==> src/rtl/butterfly_muldiv.sv <==
// Iterative RV32M multiply/divide unit: shift-add multiply and restoring divide,
// one bit per clock, with a single-entry valid/ready response slot.
package butterfly_pkg;
  parameter int XLEN = 32;
  typedef logic [XLEN-1:0] word_t;
  typedef logic [4:0]      reg_addr_t;
endpackage

module butterfly_muldiv #(
  parameter int XLEN = butterfly_pkg::XLEN
) (
  input  logic            clk,
  input  logic            rst_n,
  input  logic            req_valid,
  output logic            req_ready,
  input  logic [2:0]      req_op,
  input  logic [XLEN-1:0] req_rs1,
  input  logic [XLEN-1:0] req_rs2,
  input  logic [4:0]      req_rd,
  input  logic            flush,
  output logic            resp_valid,
  input  logic            resp_ready,
  output logic [XLEN-1:0] resp_data,
  output logic [4:0]      resp_rd,
  output logic            busy
);
  localparam int CW = $clog2(XLEN);
  localparam logic [1:0] S_IDLE = 2'd0, S_MUL = 2'd1, S_DIV = 2'd2, S_DONE = 2'd3;

  // neg: sign of product/quotient, rneg: sign of remainder (follows rs1)
  typedef struct packed {
    logic [1:0] op;
    logic [4:0] rd;
    logic       neg;
    logic       rneg;
  } ctx_t;

  logic [1:0]        state;
  ctx_t              ctx;
  logic [CW-1:0]     cnt;
  logic [2*XLEN-1:0] acc, mcand;
  logic [XLEN-1:0]   opa, opb;

  assign req_ready  = (state == S_IDLE) && !flush;
  assign resp_valid = (state == S_DONE);
  assign busy       = (state != S_IDLE);

  // operand decode on the request
  logic            a_signed, b_signed, a_neg, b_neg, div_zero, div_ovf;
  logic [XLEN-1:0] a_mag, b_mag, special_res;

  always_comb begin
    a_signed    = req_op[2] ? ~req_op[0] : (req_op[1:0] == 2'b01 || req_op[1:0] == 2'b10);
    b_signed    = req_op[2] ? ~req_op[0] : (req_op[1:0] == 2'b01);
    a_neg       = a_signed & req_rs1[XLEN-1];
    b_neg       = b_signed & req_rs2[XLEN-1];
    a_mag       = a_neg ? -req_rs1 : req_rs1;
    b_mag       = b_neg ? -req_rs2 : req_rs2;
    div_zero    = req_op[2] && (req_rs2 == '0);
    div_ovf     = req_op[2] && !req_op[0] && (req_rs1 == {1'b1, {(XLEN-1){1'b0}}})
                  && (req_rs2 == '1);
    special_res = '0;
    if (div_zero)     special_res = req_op[1] ? req_rs1 : '1;
    else if (div_ovf) special_res = req_op[1] ? '0 : req_rs1;
  end

  // one iteration step plus sign-corrected final result
  logic [2*XLEN-1:0] acc_nx, prod;
  logic [XLEN:0]     r_try, diff;
  logic              ge;
  logic [XLEN-1:0]   rem_nx, quo_nx, mul_res, div_res;
  logic              last;

  always_comb begin
    acc_nx  = opb[0] ? acc + mcand : acc;
    prod    = ctx.neg ? -acc_nx : acc_nx;
    mul_res = (ctx.op == 2'b00) ? prod[XLEN-1:0] : prod[2*XLEN-1:XLEN];
    r_try   = {acc[XLEN-1:0], opa[XLEN-1]};
    diff    = r_try - {1'b0, opb};
    ge      = !diff[XLEN];
    rem_nx  = ge ? diff[XLEN-1:0] : r_try[XLEN-1:0];
    quo_nx  = {opa[XLEN-2:0], ge};
    div_res = ctx.op[1] ? (ctx.rneg ? -rem_nx : rem_nx) : (ctx.neg ? -quo_nx : quo_nx);
    last    = (cnt == CW'(XLEN-1));
  end

  always_ff @(posedge clk or negedge rst_n) begin
    if (!rst_n) begin
      state     <= S_IDLE;
      ctx       <= '0;
      cnt       <= '0;
      acc       <= '0;
      mcand     <= '0;
      opa       <= '0;
      opb       <= '0;
      resp_data <= '0;
      resp_rd   <= '0;
    end else if (flush) begin
      state <= S_IDLE;
    end else begin
      case (state)
        S_IDLE: if (req_valid) begin
          ctx   <= '{op: req_op[1:0], rd: req_rd, neg: a_neg ^ b_neg, rneg: a_neg};
          cnt   <= '0;
          acc   <= '0;
          mcand <= {{XLEN{1'b0}}, a_mag};
          opa   <= a_mag;
          opb   <= b_mag;
          if (div_zero || div_ovf) begin
            resp_data <= special_res;
            resp_rd   <= req_rd;
            state     <= S_DONE;
          end else begin
            state <= req_op[2] ? S_DIV : S_MUL;
          end
        end
        S_MUL: begin
          acc   <= acc_nx;
          mcand <= mcand << 1;
          opb   <= opb >> 1;
          cnt   <= cnt + CW'(1);
          if (last) begin
            resp_data <= mul_res;
            resp_rd   <= ctx.rd;
            state     <= S_DONE;
          end
        end
        S_DIV: begin
          acc <= {{XLEN{1'b0}}, rem_nx};
          opa <= quo_nx;
          cnt <= cnt + CW'(1);
          if (last) begin
            resp_data <= div_res;
            resp_rd   <= ctx.rd;
            state     <= S_DONE;
          end
        end
        default: if (resp_ready) state <= S_IDLE;
      endcase
    end
  end
endmodule

==> config.mk <==
export PLATFORM = sky130hd
export DESIGN_NAME = butterfly_muldiv
export DESIGN_NICKNAME = d
export VERILOG_FILES = /design/src/rtl/butterfly_muldiv.sv
export SDC_FILE = /design/constraint.sdc
export NUM_CORES = 1
export LEC_CHECK = 0
export CAP_MARGIN = 5
export CORE_UTILIZATION = 45
export CTS_BUF_LIST = sky130_fd_sc_hd__clkbuf_4
export CTS_CLUSTER_DIAMETER = 60
export DETAILED_ROUTE_END_ITERATION = 16
export GPL_TIMING_DRIVEN = 0
export SLEW_MARGIN = 0
export SYNTH_ARGS = -nofsm -noshare
export SYNTH_HDL_FRONTEND = slang
export SYNTH_SLANG_ARGS = --single-unit
==> constraint.sdc <==
create_clock -name clk -period 14.2 [get_ports clk]
set_clock_uncertainty 0.1 [all_clocks]
set_input_delay 1.42 -clock clk [delete_from_list [all_inputs] [get_ports clk]]
set_output_delay 1.42 -clock clk [all_outputs]
set_load 0.01 [all_outputs]
# --- After elaboration in Yosys (flattened, before gate mapping) ---
# Index checks and enable logic that the tools add are counted.
totals:
  reg_bits: 245
  elab_cells: 109
op_classes:
  n_addsub: 8
  n_reduce_logical: 28
  mux: 41
  eq_ne: 15
  bitwise: 5
op_table:
  columns: ["cell", "count"]
  rows:
  - ["32-bit 2-to-1 mux", 17]
  - ["64-bit 2-to-1 mux", 4]
  - ["64-bit one-hot mux with 3 select lines", 1]
  - ["32-bit negation", 4]
  - ["32-bit one-hot mux with 2 select lines", 2]
  - ["64-bit one-hot mux with 2 select lines", 1]
  - ["32-bit one-hot mux with 3 select lines", 1]
  - ["64-bit adder", 1]
  - ["32-bit == test, second input constant", 2]
  - ["64-bit negation", 1]
  - ["33-bit by 32-bit subtractor with 33-bit output", 1]
  - ["32-bit zero test", 1]
  - ["5-bit 2-to-1 mux", 4]
  - ["5-bit one-hot mux with 2 select lines", 2]
  - ["3-bit AND reduction", 6]
  - ["2-bit 2-to-1 mux", 6]
  - ["2-bit nonzero test", 4]
  - ["2-bit == test, second input constant", 3]
  - ["2-bit inequality test, second input constant", 3]
  - ["6-bit AND reduction", 1]
  - ["5-bit by 1-bit adder with 5-bit output, second input constant", 1]
  - ["5-bit == test, second input constant", 1]
  - ["1-bit logical AND", 5]
  - ["5-bit AND reduction", 1]
  - ["other kinds (15)", 24]

# --- Logic depth before layout (Yosys ltp) ---
depth:
  word_depth: 9
  mapped_depth: 24

# --- Worst setup path after synthesis ---
# Ideal clock, no wire load.
synth_timing:
  path_kind: "register to register"
  from: "reg opa[31]"
  to: "reg resp_data[30]"
  t_arrival_ns: 5.416
  stages_incl_launch_ff: 24
  setup_slack_ns: 8.580
  setup_time_ns: 0.104
  period_less_slack_ns: 5.620
  path_buffers: 1
  path_cell_list: "dfrtp_1 > inv_1 > ha_1 > inv_1 > fa_1 > a211oi_1 > o21a_1 > a2111oi_2 > o211a_1 > nor3_1 > nor2_1 > inv_2 > buf_1 > mux2i_1 > ha_1 > nor3b_1 > nor2b_1 > and4_1 > a31oi_1 > or2_2 > o41ai_1 > xnor2_1 > a2111o_1 > o311ai_1"
synth_via:
  elab_chain_cells: 7
  elab_cells_between_ends: 10
  cone_classes: "add/sub: 3; mux: 6; reduce/logical: 1"
synth_lines:
  columns: ["element", "line_no", "text"]
  rows:
  - ["from (decl)", "42", "logic [XLEN-1:0] opa, opb;"]
  - ["from (signal assigned)", "107", "opa <= a_mag;"]
  - ["from (signal assigned)", "130", "opa <= quo_nx;"]
  - ["33-bit by 32-bit subtractor with 33-bit output", "79", "diff = r_try - {1'b0, opb};"]
  - ["32-bit 2-to-1 mux or 1-bit zero test (tied branches)", "81, 80", null]
  - ["32-bit negation", "83", "div_res = ctx.op[1] ? (ctx.rneg ? -rem_nx : rem_nx) : (ctx.neg ? -quo_nx : quo_nx);"]
  - ["32-bit 2-to-1 mux", "83", null]
  - ["32-bit 2-to-1 mux (*)", "83", null]
  - ["32-bit 2-to-1 mux (*)", "132", "if (last) begin"]
  - ["32-bit one-hot mux with 3 select lines (*)", "101", "case (state)"]
  - ["to (signal assigned)", "110", "resp_data <= special_res;"]
  - ["to (signal assigned)", "123", "resp_data <= mul_res;"]
  - ["to (signal assigned)", "133", "resp_data <= div_res;"]
  - ["to (decl)", "23", "output logic [XLEN-1:0] resp_data,"]
# Every way passes the cells marked *; elsewhere a longest branch is shown, timed or not. The select of a mux whose other input is x is not followed.
# A chain may end at the register's enable or synchronous reset.

# --- Worst setup path in the final report ---
# Same ends and word-level chain as after synthesis.

==> metrics <==
fin. max-slew vios 3; H-tree Lvls 3; Fin. Hold Viols 0; Slew @ Worst Pin roughly 1.5 ns; nets 3718; syn avg cell area 7.51 µm²; register bit total from synthesis 245; Cell Chain, Critical Path inv_1, ha_1, inv_1, fa_1, a211oi_1, o21a_1, a2111oi_2, o211a_1, nor3_1, nor2_1, inv_2, buf_1, mux2i_1, ha_1, nor3b_1, nor2b_1, and4_1, a31oi_1, or2_2, o41ai_1, xnor2_1, a2111o_1, o311ai_1; slowest CP cell nor3_1; routed vias/inst 6.80; Min-Delay Path Class in -> async; PwrDens 187 nW/µm²; Netlist cell types 109; RR Endpoint resp_data[30]$_DFFE_PN0P_; yosys synthesis warning count 0; share of layout cells above drive strength 1 7.01%; DRT antenna net count 0; achievable clock frequency 119 MHz; Hold Buf Count CTS 0; Row Count 86; Reg-to-Reg Start opa[31]$_DFFE_PN0P_; post-synth top area share 24.5%; CP max stage delay 0.95 ns; Core Util, Final 51.0%; clk_lat worst skew approximately 0.85 ns; P_int 2270 µW; Final Wtd Congestion 1.08; R2R cell count 23; DRC 0; failing checks capacitance limit, slew limit; Critical Path Fanout Max 10; Seq/Total Area, Yosys 24.5%; Die Wd about 240 µm; WP data required 14.80 ns; io pins roughly 120; Crit Path Category reg -> reg; vias in the first global route ~27000; die footprint roughly 57000 µm²; drt first pass iters 7; clk root buf clkbuf_4; initial antenna violation count 1; setup bufs post-CTS 0; final instance area 28100 µm²; Initial Utilization roughly 46%; R2R Setup Slk 5.78 ns; RSZ-0062 raised after global routing false; Mapped Area 25100 µm²; CTS tree built; first-pass GRT wire length 182000 µm; Leakage 0.0113 µW; # port buffers 114; total core area 55100 µm²; Tmin final 8.42 ns; Max-cap violations 1; max_slew headroom -3.20%; switching share of power 56.9%; post-synthesis net count 3526; Largest delay share family, worst path simple AND/OR/NAND/NOR gates; Cells after Synth roughly 3300; Critical Path Start Type flop; Clock Sinks 245; final setup fails 0; drt initial violations between 3000 and 4000; area delta synth->final 12.1%; switching power total 2990 µW; maximum vdd drop about 120 µV; CP endpoint kind flop; Routed Wire Length between 100000 and 150000 µm; Resized Gates After CTS 0; EDFF count, synth 0; Synth Flop Type dfrtp_1; combinational share of power 64.2%; Final Cycle Share 59.3%; Total Routing Usage GR 43.6%; Max clock buf depth 3; DR vias 29400; clock share of power 12.9%; ranking of synthesized cells by area dfrtp_1 (24%), a21oi_1 (6.6%), o21ai_0 (6.3%); sequential power share about 23%; Avg WL per Cell 29.1 µm; Critical Path AT 9.02 ns; commonest non-fill, non-tap cell in the layout nand2_1; Vert. Die Dim 238 µm; commonest cells after routing, fill and taps aside nand2_1 (400), a21oi_1 (331), o21ai_0 (316); largest net degree at the start of global routing around 120; Yosys top cell by area dfrtp_1; Crit path buffers/inverters 4; setup TNS 0 ns; Worst-path clk slew 0.07 ns; Crit. Startpoint opa[31]$_DFFE_PN0P_; Congestion Overflow GR 0; TritonCTS Buffers between 70 and 80; placed cell area 27200 µm²; outcome complete, but fails checks; Post-synth ARST share 100%; post-detail-place hpwl 101000 µm
-- synthesized netlist by cell type, types with 38 or more instances --
master	n
nand2_1	400
a21oi_1	331
o21ai_0	316
nor2_1	296
dfrtp_1	245
clkbuf_1	160
ha_1	108
xnor2_1	99
inv_1	92
mux2i_1	92
nor3_1	84
xor2_1	75
nand4_1	68
nand3_1	65
a211oi_1	49
o31ai_1	49
a22o_1	43
a31oi_1	43
or3_1	43
a21o_1	38
-- worst max path at each step --
stage                                      to  slack (ns)  depth (start not counted)
global route        resp_data[30]$_DFFE_PN0P_        5.44                         23
CTS                 resp_data[30]$_DFFE_PN0P_        6.07                         23
floorplan           resp_data[30]$_DFFE_PN0P_        8.58                         23
detailed placement  resp_data[30]$_DFFE_PN0P_        6.21                         23
global placement       resp_rd[2]$_DFFE_PN0P_        0.77                          1
finish              resp_data[30]$_DFFE_PN0P_        5.78                         23
-- logic make-up (layout without fill, tap and decap cells) --
family	after synthesis	after routing	synth area share (%)
mux	110	110	4.48
xor+xnor	174	174	6.08
compound gates	1218	1218	31.9
other cells	0	1	0
fa+ha+maj	110	110	5.55
buf+inv	311	552	5.14
simple gates	1171	1171	22.4
flops	245	245	24.5
-- metal layers --
layer	global-route usage, %	vias up	wire length [µm]
li1	-	13000	-
met1	58.2	14100	50600
met2	63.1	2002	51900
met3	13.0	370	16200
met4	23.1	0	7320
met5	0	-	0
-- power groups by stage --
stage               Combinational, µW  Sequential (µW)  Clock (µW)
floorplan                        2030             1060           0
global placement                 3170             1170           0
detailed placement               3210             1180           0
CTS                              3230             1170         689
global route                     3560             1210         720
finish                           3380             1200         681
-- layout make-up --
class,count,area [µm²]
Inverter,94,353
Antenna cell,1,2.50
Multi-Input combinational cell,2783,17700
Buffer,217,936
Sequential cell,245,6130
Fill cell,5605,27000
Clock buffer,96,721
Tap cell,748,936
Timing Repair Buffer,117,1210
Clock inverter,28,153
-- registers in the layout, indices dropped and copies added, names as in the netlist, 5 cells and up --
signal,cells
acc,64
mcand,64
opa,32
opb,32
resp_data,32
ctx,9
cnt,5
resp_rd,5
-- metrics by stage --
| stage | setup WS (ns) | power [µW] | hold WS (ns) | instances |
|---|---|---|---|---|
| 5_1_grt | 5.44 | 5480 | 0.356 | 4329 |
| 2_1_floorplan | 8.58 | 3090 | 0.345 | 3339 |
| 3_5_place_dp | 6.21 | 4390 | 0.375 | 4203 |
| 3_3_place_gp | 0.768 | 4350 | 0.362 | 4201 |
| 4_1_cts | 6.07 | 5090 | 0.288 | 4327 |
| 6_report | 5.78 | 5260 | 0.335 | 4329 |
-- worst register-to-register path: stages (launching register included) --
cell and delay [ns]:
dfrtp_1 0.48, inv_1 0.10, ha_1 0.20, inv_1 0.07
fa_1 0.45, a211oi_1 0.32, o21a_1 0.33, a2111oi_2 0.20
o211a_1 0.35, nor3_1 0.95, nor2_1 0.19, inv_2 0.26
buf_1 0.60, mux2i_1 0.43, ha_1 0.36, nor3b_1 0.49
nor2b_1 0.26, and4_1 0.22, a31oi_1 0.25, or2_2 0.42
o41ai_1 0.43, xnor2_1 0.25, a2111o_1 0.48, o311ai_1 0.09
Power figures use the tool's default switching activity.
